===== src/rtl/inst_fetch_rsp.sv =====
// inst_fetch_rsp: instruction-fetch responder between the PC stage and the
// instruction bus. Runs one req/gnt/rvalid transaction at a time, holds the
// fetched word for the IF/ID boundary, drops responses killed by a flush and
// returns NOP_INST with err_o when the bus does not answer within TIMEOUT.
// Optional feature macro: IFETCH_MISALIGN_CHK_EN (reject pc_i[1:0] != 0
// without touching the bus). Without it the low address bits are forced to 0.
module inst_fetch_rsp #(
   parameter logic [7:0]  TIMEOUT  = 8'd255,
   parameter logic [31:0] NOP_INST = 32'h0000_0013
) (
   input  logic        clk,
   input  logic        rst,
   input  logic [31:0] pc_i,
   input  logic        ce_i,
   input  logic        flush_i,
   input  logic        stall_i,
   output logic        ibus_req_o,
   output logic [31:0] ibus_addr_o,
   input  logic        ibus_gnt_i,
   input  logic        ibus_rvalid_i,
   input  logic [31:0] ibus_rdata_i,
   output logic [31:0] inst_o,
   output logic [31:0] inst_addr_o,
   output logic        inst_valid_o,
   output logic        stallreq_o,
   output logic        err_o
);

   typedef enum logic [2:0] {
      IDLE = 3'd0,
      REQ  = 3'd1,
      WAIT = 3'd2,
      DROP = 3'd3,
      HOLD = 3'd4
   } state_t;

   state_t     state;
   state_t     next_state;
   logic [7:0] tmo_cnt;
   logic       tmo_hit;
   logic       misaligned;
   logic       load_addr;
   logic       cap_data;
   logic       cap_tmo;
   logic       cap_mis;

   // Word-aligned view of a fetch address.
   function automatic logic [31:0] word_addr(input logic [31:0] a);
      return a & 32'hFFFF_FFFC;
   endfunction

`ifdef IFETCH_MISALIGN_CHK_EN
   assign misaligned = (pc_i[1:0] != 2'b00);
`else
   assign misaligned = 1'b0;
`endif

   // Counter value reached on this cycle equals TIMEOUT.
   assign tmo_hit = (tmo_cnt == (TIMEOUT - 8'd1));

   // Bus request and valid flag are decoded from the registered state.
   assign ibus_req_o   = (state == REQ);
   assign inst_valid_o = (state == HOLD);
   assign stallreq_o   = (state == REQ) || (state == WAIT) || (state == DROP) ||
                         ((state == IDLE) && ce_i);

   // State register.
   always_ff @(posedge clk or negedge rst) begin
      if (!rst) begin
         state <= IDLE;
      end else begin
         state <= next_state;
      end
   end

   // Next-state decode; flush outranks every other event.
   always_comb begin
      next_state = state;
      load_addr  = 1'b0;
      cap_data   = 1'b0;
      cap_tmo    = 1'b0;
      cap_mis    = 1'b0;
      case (state)
         IDLE: begin
            if (flush_i) begin
               next_state = IDLE;
            end else if (ce_i && misaligned) begin
               next_state = HOLD;
               cap_mis    = 1'b1;
            end else if (ce_i) begin
               next_state = REQ;
               load_addr  = 1'b1;
            end else begin
               next_state = IDLE;
            end
         end
         REQ: begin
            if (flush_i) begin
               next_state = ibus_gnt_i ? DROP : IDLE;
            end else if (ibus_gnt_i) begin
               next_state = WAIT;
            end else begin
               next_state = REQ;
            end
         end
         WAIT: begin
            if (flush_i) begin
               next_state = ibus_rvalid_i ? IDLE : DROP;
            end else if (ibus_rvalid_i) begin
               next_state = HOLD;
               cap_data   = 1'b1;
            end else if (tmo_hit) begin
               next_state = HOLD;
               cap_tmo    = 1'b1;
            end else begin
               next_state = WAIT;
            end
         end
         DROP: begin
            if (ibus_rvalid_i || tmo_hit) begin
               next_state = IDLE;
            end else begin
               next_state = DROP;
            end
         end
         HOLD: begin
            if (flush_i) begin
               next_state = IDLE;
            end else if (stall_i) begin
               next_state = HOLD;
            end else if (ce_i && misaligned) begin
               next_state = HOLD;
               cap_mis    = 1'b1;
            end else if (ce_i) begin
               next_state = REQ;
               load_addr  = 1'b1;
            end else begin
               next_state = IDLE;
            end
         end
         default: begin
            next_state = IDLE;
         end
      endcase
   end

   // Response timeout counter: cleared on entry to WAIT/DROP, saturating.
   always_ff @(posedge clk or negedge rst) begin
      if (!rst) begin
         tmo_cnt <= 8'd0;
      end else if ((next_state != state) && ((next_state == WAIT) || (next_state == DROP))) begin
         tmo_cnt <= 8'd0;
      end else if (((state == WAIT) || (state == DROP)) && (tmo_cnt != 8'hFF)) begin
         tmo_cnt <= tmo_cnt + 8'd1;
      end else begin
         tmo_cnt <= tmo_cnt;
      end
   end

   // Bus address and IF/ID output registers; held unless a capture fires.
   always_ff @(posedge clk or negedge rst) begin
      if (!rst) begin
         ibus_addr_o <= 32'd0;
         inst_o      <= NOP_INST;
         inst_addr_o <= 32'd0;
         err_o       <= 1'b0;
      end else begin
         if (load_addr) begin
            ibus_addr_o <= word_addr(pc_i);
         end
         if (cap_data) begin
            inst_o      <= ibus_rdata_i;
            inst_addr_o <= ibus_addr_o;
            err_o       <= 1'b0;
         end else if (cap_tmo) begin
            inst_o      <= NOP_INST;
            inst_addr_o <= ibus_addr_o;
            err_o       <= 1'b1;
         end else if (cap_mis) begin
            inst_o      <= NOP_INST;
            inst_addr_o <= pc_i;
            err_o       <= 1'b1;
         end
      end
   end

endmodule

===== config.mk =====
export PLATFORM = sky130hd
export DESIGN_NAME = inst_fetch_rsp
export DESIGN_NICKNAME = d
export VERILOG_FILES = /design/src/rtl/inst_fetch_rsp.sv
export SDC_FILE = /design/constraint.sdc
export NUM_CORES = 1
export LEC_CHECK = 0
export BUFFER_PORTS_ARGS = -buffer_cell sky130_fd_sc_hd__clkbuf_2
export CAP_MARGIN = 20
export CORE_MARGIN = 2
export CORE_UTILIZATION = 52
export CTS_CLUSTER_DIAMETER = 30
export DETAILED_ROUTE_END_ITERATION = 8
export PLACE_DENSITY = 0.86
export SYNTH_ARGS = -nofsm -noshare
export SYNTH_HDL_FRONTEND = slang
export SYNTH_SLANG_ARGS = --single-unit

===== constraint.sdc =====
create_clock -name clk -period 3.9 [get_ports clk]
set_input_delay 0 -clock clk [delete_from_list [all_inputs] [get_ports clk]]
set_output_delay 0 -clock clk [all_outputs]
set_load 0.005 [all_outputs]

==> results of run 1 <==
==> layout by cell type (no fill, tap or decap), types with 4 or more instances in the layout <==
cell                              n
sky130_fd_sc_hd__a21oi_1          5
sky130_fd_sc_hd__a22o_1          29
sky130_fd_sc_hd__buf_4            4
sky130_fd_sc_hd__clkbuf_2       163
sky130_fd_sc_hd__clkbuf_8         9
sky130_fd_sc_hd__conb_1           4
sky130_fd_sc_hd__dfrtp_1        101
sky130_fd_sc_hd__dlygate4sd3_1   66
sky130_fd_sc_hd__mux2_2          33
sky130_fd_sc_hd__mux2_4          27
sky130_fd_sc_hd__nand2_1          5
sky130_fd_sc_hd__nand3_1          5
sky130_fd_sc_hd__nor2_1           7
==> worst max-delay path, delay by kind of cell (launching register included) <==
family                 cells  cell delay, ns
buffers and inverters      2            0.94
AOI/OAI and AO/OA          2            0.64
and+or+nand+nor            2            0.46
DFF                        1            0.45
==> area by class of cell <==
| type | instances | area share, % |
|---|---|---|
| clock inverter | 7 | 0.901 |
| inverter | 1 | 0.0629 |
| tap | 102 | 2.14 |
| clock buffer | 9 | 2.07 |
| sequential | 104 | 43.6 |
| multi-input combinational | 156 | 25.0 |
| timing repair buffer | 235 | 26.1 |
==> through the flow <==
stage,total power [mW],instances,hold slack [ns],instance area [um^2],setup slack [ns]
3_5_place_dp,3.41,531,0.151,5110,1.59
2_1_floorplan,2.68,282,-0.296,4250,2.15
4_1_cts,4.09,613,0.0549,5940,1.37
6_report,4.16,614,0.0590,5970,1.29
3_3_place_gp,3.32,530,0.136,5080,1.48
5_1_grt,4.37,614,0.0847,5970,1.18
==> metal layers <==
metal  vias up  track usage [%]  wire length (um)
met1      1672             29.4              4370
met5         -                0                 0
met3        29             7.30               819
met2       160             47.7              6460
li1       1473                -                 -
met4         0             8.70               247
==> power by group through the flow <==
stage	logic [mW]	clock network, mW	registers [mW]
after floorplan	0.740	0	1.94
final	1.55	0.616	1.99
after CTS	1.51	0.625	1.95
after detailed placement	1.45	0	1.97
after global placement	1.40	0	1.92
after global routing	1.67	0.670	2.03
==> final timing paths <==
path	end	cells past startpoint
worst max register to register	state[2]	6
worst min register to register	inst_o[10]	1
min in group asynchronous	inst_o[14]	2
worst min-delay path	state[0]	4
max in group asynchronous	inst_addr_o[22]	3
worst max-delay path	state[2]	6
==> state kept, by name (all words and copies together), names as in the netlist <==
signal / flops
err_o: 1
ibus_addr_o: 30
inst_addr_o: 30
inst_o: 32
state: 3
tmo_cnt: 8
==> kinds of logic (layout without fill, tap and decap cells) <==
group / after synthesis / count (layout) / synth area share, %
other: 1 / 4 / 0.0885
adders and majority gates: 2 / 2 / 0.590
DFF: 104 / 104 / 61.5
and+or+nand+nor: 37 / 37 / 5.34
AOI/OAI and AO/OA: 50 / 50 / 10.0
buffers and inverters: 22 / 252 / 3.48
xor gates and xnor gates: 2 / 2 / 0.413
muxes: 61 / 61 / 18.6
==> metrics.cfg, run 1 <==
[global_route]
via_count_of_the_first_global_routing_pass=3463
grt_first_pass_wirelength_um=17600
gr-usage-all-layers_pct=26.2
grt_overflow=0
grt_start_max_net_pins=68
antenna_found_initial=0

[sta]
tightestPinTransition_ns=0.829
slew_violations=0
maxSlewHeadroom_pct=44.7
layout_worst_path_cycle_share_pct=67.0
rsz_0062_raised_after_global_routing=no
setup-violations-final=0
final_setup_skew_ns=0.0149
hold_viol_final=0
achievable-frequency_mhz=383
setup_tns_final_ns=0
final_period_minus_worst_setup_slack_ns=2.61

[floorplanning]
start_util_pct=54.3
core_um2=7810
die_width_um=94.3
num_rows=32
fp.dieArea_um2=8890
boundaryPins=171
die_h_um=94.3

[synth]
synth.yosys.seq_area_share_pct=61.5
post_synth_cell_types=44
async_reset_ff_share_pct=100
synth-main-ff-cell=sky130_fd_sc_hd__dfrtp_1
synth_most_common_cell=sky130_fd_sc_hd__dfrtp_1
number_of_enable_type_register_cells_in_the_synthesized_netlist=0
synth_top_cell_area_share_pct=59.6
largest_cells_by_area_after_synthesis=sky130_fd_sc_hd__dfrtp_1 (60%), sky130_fd_sc_hd__mux2_4 (9.6%), sky130_fd_sc_hd__mux2_2 (8.8%)
syn-cell-area_um2=4240
synthCells=279
ys_warns=0
synth-seq-cells=104
post_synth_most_frequent_cells=sky130_fd_sc_hd__dfrtp_1 (101), sky130_fd_sc_hd__mux2_2 (33), sky130_fd_sc_hd__a22o_1 (29)
netlist.top_cell.by_area=sky130_fd_sc_hd__dfrtp_1
postSynthAreaPerCell_um2=15.2

[route]
finalWirelength_um=11900
detail_route_antenna_nets=0
vias_per_cell=5.43
drt-wirelength-per-cell_um=19.4
drt-initial-drc-count=133
num_vias=3334
detail_route.first_pass.iterations=4
remaining_drc_errors=0

[cells_and_area]
seq_area_um2=2610
area_growth_syn_to_layout_pct=40.9
fin_util_pct=76.5
layout.nets=580
layout-drive-gt1-share_pct=50.0
diodes=0
multi_input_area_um2=1500
fill_cells=431

[clock_tree]
maximum_level_of_the_cts_h_tree=3
postCtsResizedCells=0
post-cts-setup-buffer-count=0
cts_buffers=9
root_buffer=sky130_fd_sc_hd__clkbuf_8
clk_pin_slew_worst_paths_ns=0.09
max-clock-path-buffers=2
clock_sink_count=104
cts_hold_buffers=66
cts_tree=done
clk_latency_ns=0.36

[pwr]
sw_frac_of_total_pct=33.6
share_comb_of_total_power_pct=37.3
cell_area_power_density_nw_per_um2=697
static-leakage-power_nw=3.02
internal_power_mw=2.76
power.share.clock_pct=14.8
switchingPower_mw=1.40
seq_power_share_pct=47.9
vdd.ir_drop.worst_v=0.000354

[setup_path]
cp-start-kind=register
critical_path.cell_chain=and2_1, and3_4, o21ai_4, buf_4, o41ai_1, dlygate4sd3_1
worst_stage_delay_on_the_critical_path_ns=0.57
worstSetupStartpoint=tmo_cnt[6]
critical_path_arrival_ns=2.86
crit_required_ns=4.14
master_of_the_slowest_instance_on_the_critical_path=sky130_fd_sc_hd__dlygate4sd3_1
crit_fanout=21
setup.reg_to_reg.worst_slack_ns=1.29
crit-reg2reg-launch=tmo_cnt[6]
crit_path_class=reg2reg
timing.critical_path.to_type=register

[worst_hold_path]
holdCritStartpoint=flush_i
hold_class=in2reg

[placed_design]
detailed_place_hpwl_um=6900
gp_congestion=0.760
port_buffers=164

[job]
max_cap_viol_count=0

[outcome]
outcome=finished clean

Note: power is estimated with default switching activity, not from simulation.
==> inputs of run 2 (changes only) <==
--- a/config.mk
+++ b/config.mk
@@ -8,10 +8,10 @@
 export BUFFER_PORTS_ARGS = -buffer_cell sky130_fd_sc_hd__clkbuf_2
 export CAP_MARGIN = 20
 export CORE_MARGIN = 2
-export CORE_UTILIZATION = 52
+export CORE_UTILIZATION = 43
 export CTS_CLUSTER_DIAMETER = 30
 export DETAILED_ROUTE_END_ITERATION = 8
-export PLACE_DENSITY = 0.86
+export PLACE_DENSITY = 0.76
 export SYNTH_ARGS = -nofsm -noshare
 export SYNTH_HDL_FRONTEND = slang
 export SYNTH_SLANG_ARGS = --single-unit
==> constraint.sdc (replaced) <==
create_clock -name clk -period 2.29 [get_ports clk]
set_input_delay 0 -clock clk [delete_from_list [all_inputs] [get_ports clk]]
set_output_delay 0 -clock clk [all_outputs]
set_load 0.005 [all_outputs]
==> metrics.cfg, run 2 (synthesis gave the netlist of run 1 again) <==
[placed_design]
detailed_place_hpwl_um=6240  ; -9.6%
port_buffers=164  ; unchanged
gp_congestion=0.800  ; +5.3%

[global_route]
antenna_found_initial=0  ; unchanged
grt_start_max_net_pins=43  ; -37%
grt_overflow=0  ; unchanged
gr-usage-all-layers_pct=18.7  ; -7.5 points
grt_first_pass_wirelength_um=15400  ; -13%
via_count_of_the_first_global_routing_pass=3196  ; -7.7%

[cells_and_area]
area_growth_syn_to_layout_pct=42.2
most-common-layout-cells=sky130_fd_sc_hd__clkbuf_2 (163), sky130_fd_sc_hd__dfrtp_1 (101), sky130_fd_sc_hd__dlygate4sd3_1 (66), sky130_fd_sc_hd__mux2_2 (33), sky130_fd_sc_hd__a22o_1 (29)
mostFrequentLayoutCell=sky130_fd_sc_hd__clkbuf_2
largest_register_ffs=32  ; unchanged
largest_registers=inst_o: 32 flops, ibus_addr_o: 30 flops, inst_addr_o: 30 flops
diodes=0  ; unchanged
layout.nets=582  ; +0.34%
biggest_register=inst_o
layout-drive-gt1-share_pct=50.0  ; unchanged

[clock_tree]
maximum_level_of_the_cts_h_tree=3  ; unchanged
root_buffer=sky130_fd_sc_hd__clkbuf_8
clk_pin_slew_worst_paths_ns=0.08  ; about the same
clk_latency_ns=0.36  ; about the same
clock_sink_count=104  ; unchanged
post-cts-setup-buffer-count=0  ; unchanged
cts_tree=done
cts_buffers=9  ; unchanged
max-clock-path-buffers=2  ; unchanged

[setup_path]
critical_path.cell_chain=and2_1, and3_4, o21ai_4, buf_6, o41ai_1, dlygate4sd3_1
crit-reg2reg-launch=tmo_cnt[6]
setup.reg_to_reg.worst_slack_ns=0.13  ; -1.16 ns
master_of_the_slowest_instance_on_the_critical_path=sky130_fd_sc_hd__dlygate4sd3_1
ff2ff_path_depth=6  ; unchanged
crit_path_class=reg2reg
critical_path_arrival_ns=2.39  ; -0.47 ns
worstSetupStartpoint=tmo_cnt[6]
crit_required_ns=2.52  ; -1.62 ns
cp_num_cells=6  ; unchanged
crit_fanout=35  ; +67%
reg2reg_to=state[2]
critical_path_buffer_and_inverter_count=2  ; unchanged
crit_end=state[2]
timing.critical_path.to_type=register
cp-start-kind=register
worst_stage_delay_on_the_critical_path_ns=0.57  ; about the same
critical-path-top-delay-family=buffers and inverters

[route]
drt-initial-drc-count=82  ; -38%
num_vias=3179  ; -4.6%
drt-wirelength-per-cell_um=15.6  ; -19%
detail_route_antenna_nets=0  ; unchanged
finalWirelength_um=10100  ; -15%
detail_route.first_pass.iterations=4  ; unchanged
vias_per_cell=4.91  ; -9.5%
remaining_drc_errors=0  ; unchanged

[floorplanning]
boundaryPins=171  ; unchanged
start_util_pct=43.8  ; -11 points
core_um2=9680  ; +24%
num_rows=36  ; +13%
fp.dieArea_um2=10700  ; +20%
die_width_um=103  ; +9.5%
die_h_um=103  ; +9.5%

[sta]
layout_worst_path_cycle_share_pct=94.3  ; +27 points
hold_viol_final=0  ; unchanged
holdWs_ns=0.0943  ; +0.0353 ns
tightestPinTransition_ns=0.705  ; -0.123 ns
setup-violations-final=0  ; unchanged
maxSlewHeadroom_pct=53.0  ; +8.2 points
slew_violations=0  ; unchanged
final_period_minus_worst_setup_slack_ns=2.16  ; -0.453 ns
final_setup_skew_ns=0.0181  ; +0.00321 ns
setup_tns_final_ns=0  ; unchanged
achievable-frequency_mhz=463  ; +21%
rsz_0062_raised_after_global_routing=no

[job]
max_cap_viol_count=0  ; unchanged

[pwr]
cell_area_power_density_nw_per_um2=1170  ; +67%
static-leakage-power_nw=3.03  ; +0.38%
vdd.ir_drop.worst_v=0.000591  ; +67%

[outcome]
outcome=finished clean

[worst_hold_path]
hold_class=in2reg

## run 2: cell count changes in the layout (fill, tap and decap cells not counted), sizes merged
cell,change
buf,+2
bufinv,+1
clkbuf,+3
clkinv,-1
clkinvlp,-1
inv,-2
## run 2: stage by stage
stage / power, mW / area (um^2) / utilization, % / std cells / setup WS, ns
3_5_place_dp: 5.76 / 5150 / 53.2 / 565 / 0.376
2_1_floorplan: 4.56 / 4250 / - / 282 / 0.536
3_3_place_gp: 5.65 / 5150 / 53.2 / 565 / 0.422
6_report: 7.03 / 6020 / 62.2 / 647 / 0.131
5_1_grt: 7.53 / 6020 / 62.2 / 647 / 0.0140
4_1_cts: 7.04 / 6010 / 62.1 / 647 / 0.0360
## run 2: metal layers
metal | GRT usage (%) | vias to the layer above | part of all wire [%]
met5 | 0 | - | 0
met4 | 7.39 | 0 | 1.7
met3 | 3.97 | 15 | 4.8
met1 | 22.1 | 1588 | 41
met2 | 33.2 | 103 | 53
li1 | - | 1473 | -
## run 2: how the worst min path moves through the flow
| stage | slack (ns) | cells after the start | endpoint | start |
|---|---|---|---|---|
| floorplan | -0.30 | 0 | err_o | rst |
| global placement | 0.01 | 1 | state[2] | rst |
| detailed placement | 0.02 | 1 | state[2] | rst |
| CTS | 0.05 | 4 | state[0] | flush_i |
| global route | 0.09 | 3 | state[0] | ibus_rvalid_i |
| finish | 0.09 | 3 | state[0] | ibus_rvalid_i |
## run 2: worst min-delay path: cells and delay by family
family          cells  cell delay [ns]
compound gates      1             0.12
buf+inv             1             0.19
simple gates        1             0.07
## run 2: layout make-up
type                            instances  area [um^2]
Fill cell                             708         3660
Sequential cell                       104         2610
Timing Repair Buffer                  237         1540
Multi-Input combinational cell        156         1500
Tap cell                              133          166
Clock buffer                           12          155
Clock inverter                          4         51.3
Inverter                                1         3.75
## run 2: where the power goes
group          internal (mW)  total (mW)  switching, mW
Sequential              2.72        3.33          0.616
Combinational           1.57        2.52          0.948
Clock                  0.569        1.18          0.606
## run 2: timing repair
| item | CTS | global route |
|---|---|---|
| setup endpoints to repair | 0 | 1 |
| hold endpoints to repair | 103 | 0 |
| hold buffers | 66 | 0 |
| gates resized for setup | 0 | 2 |
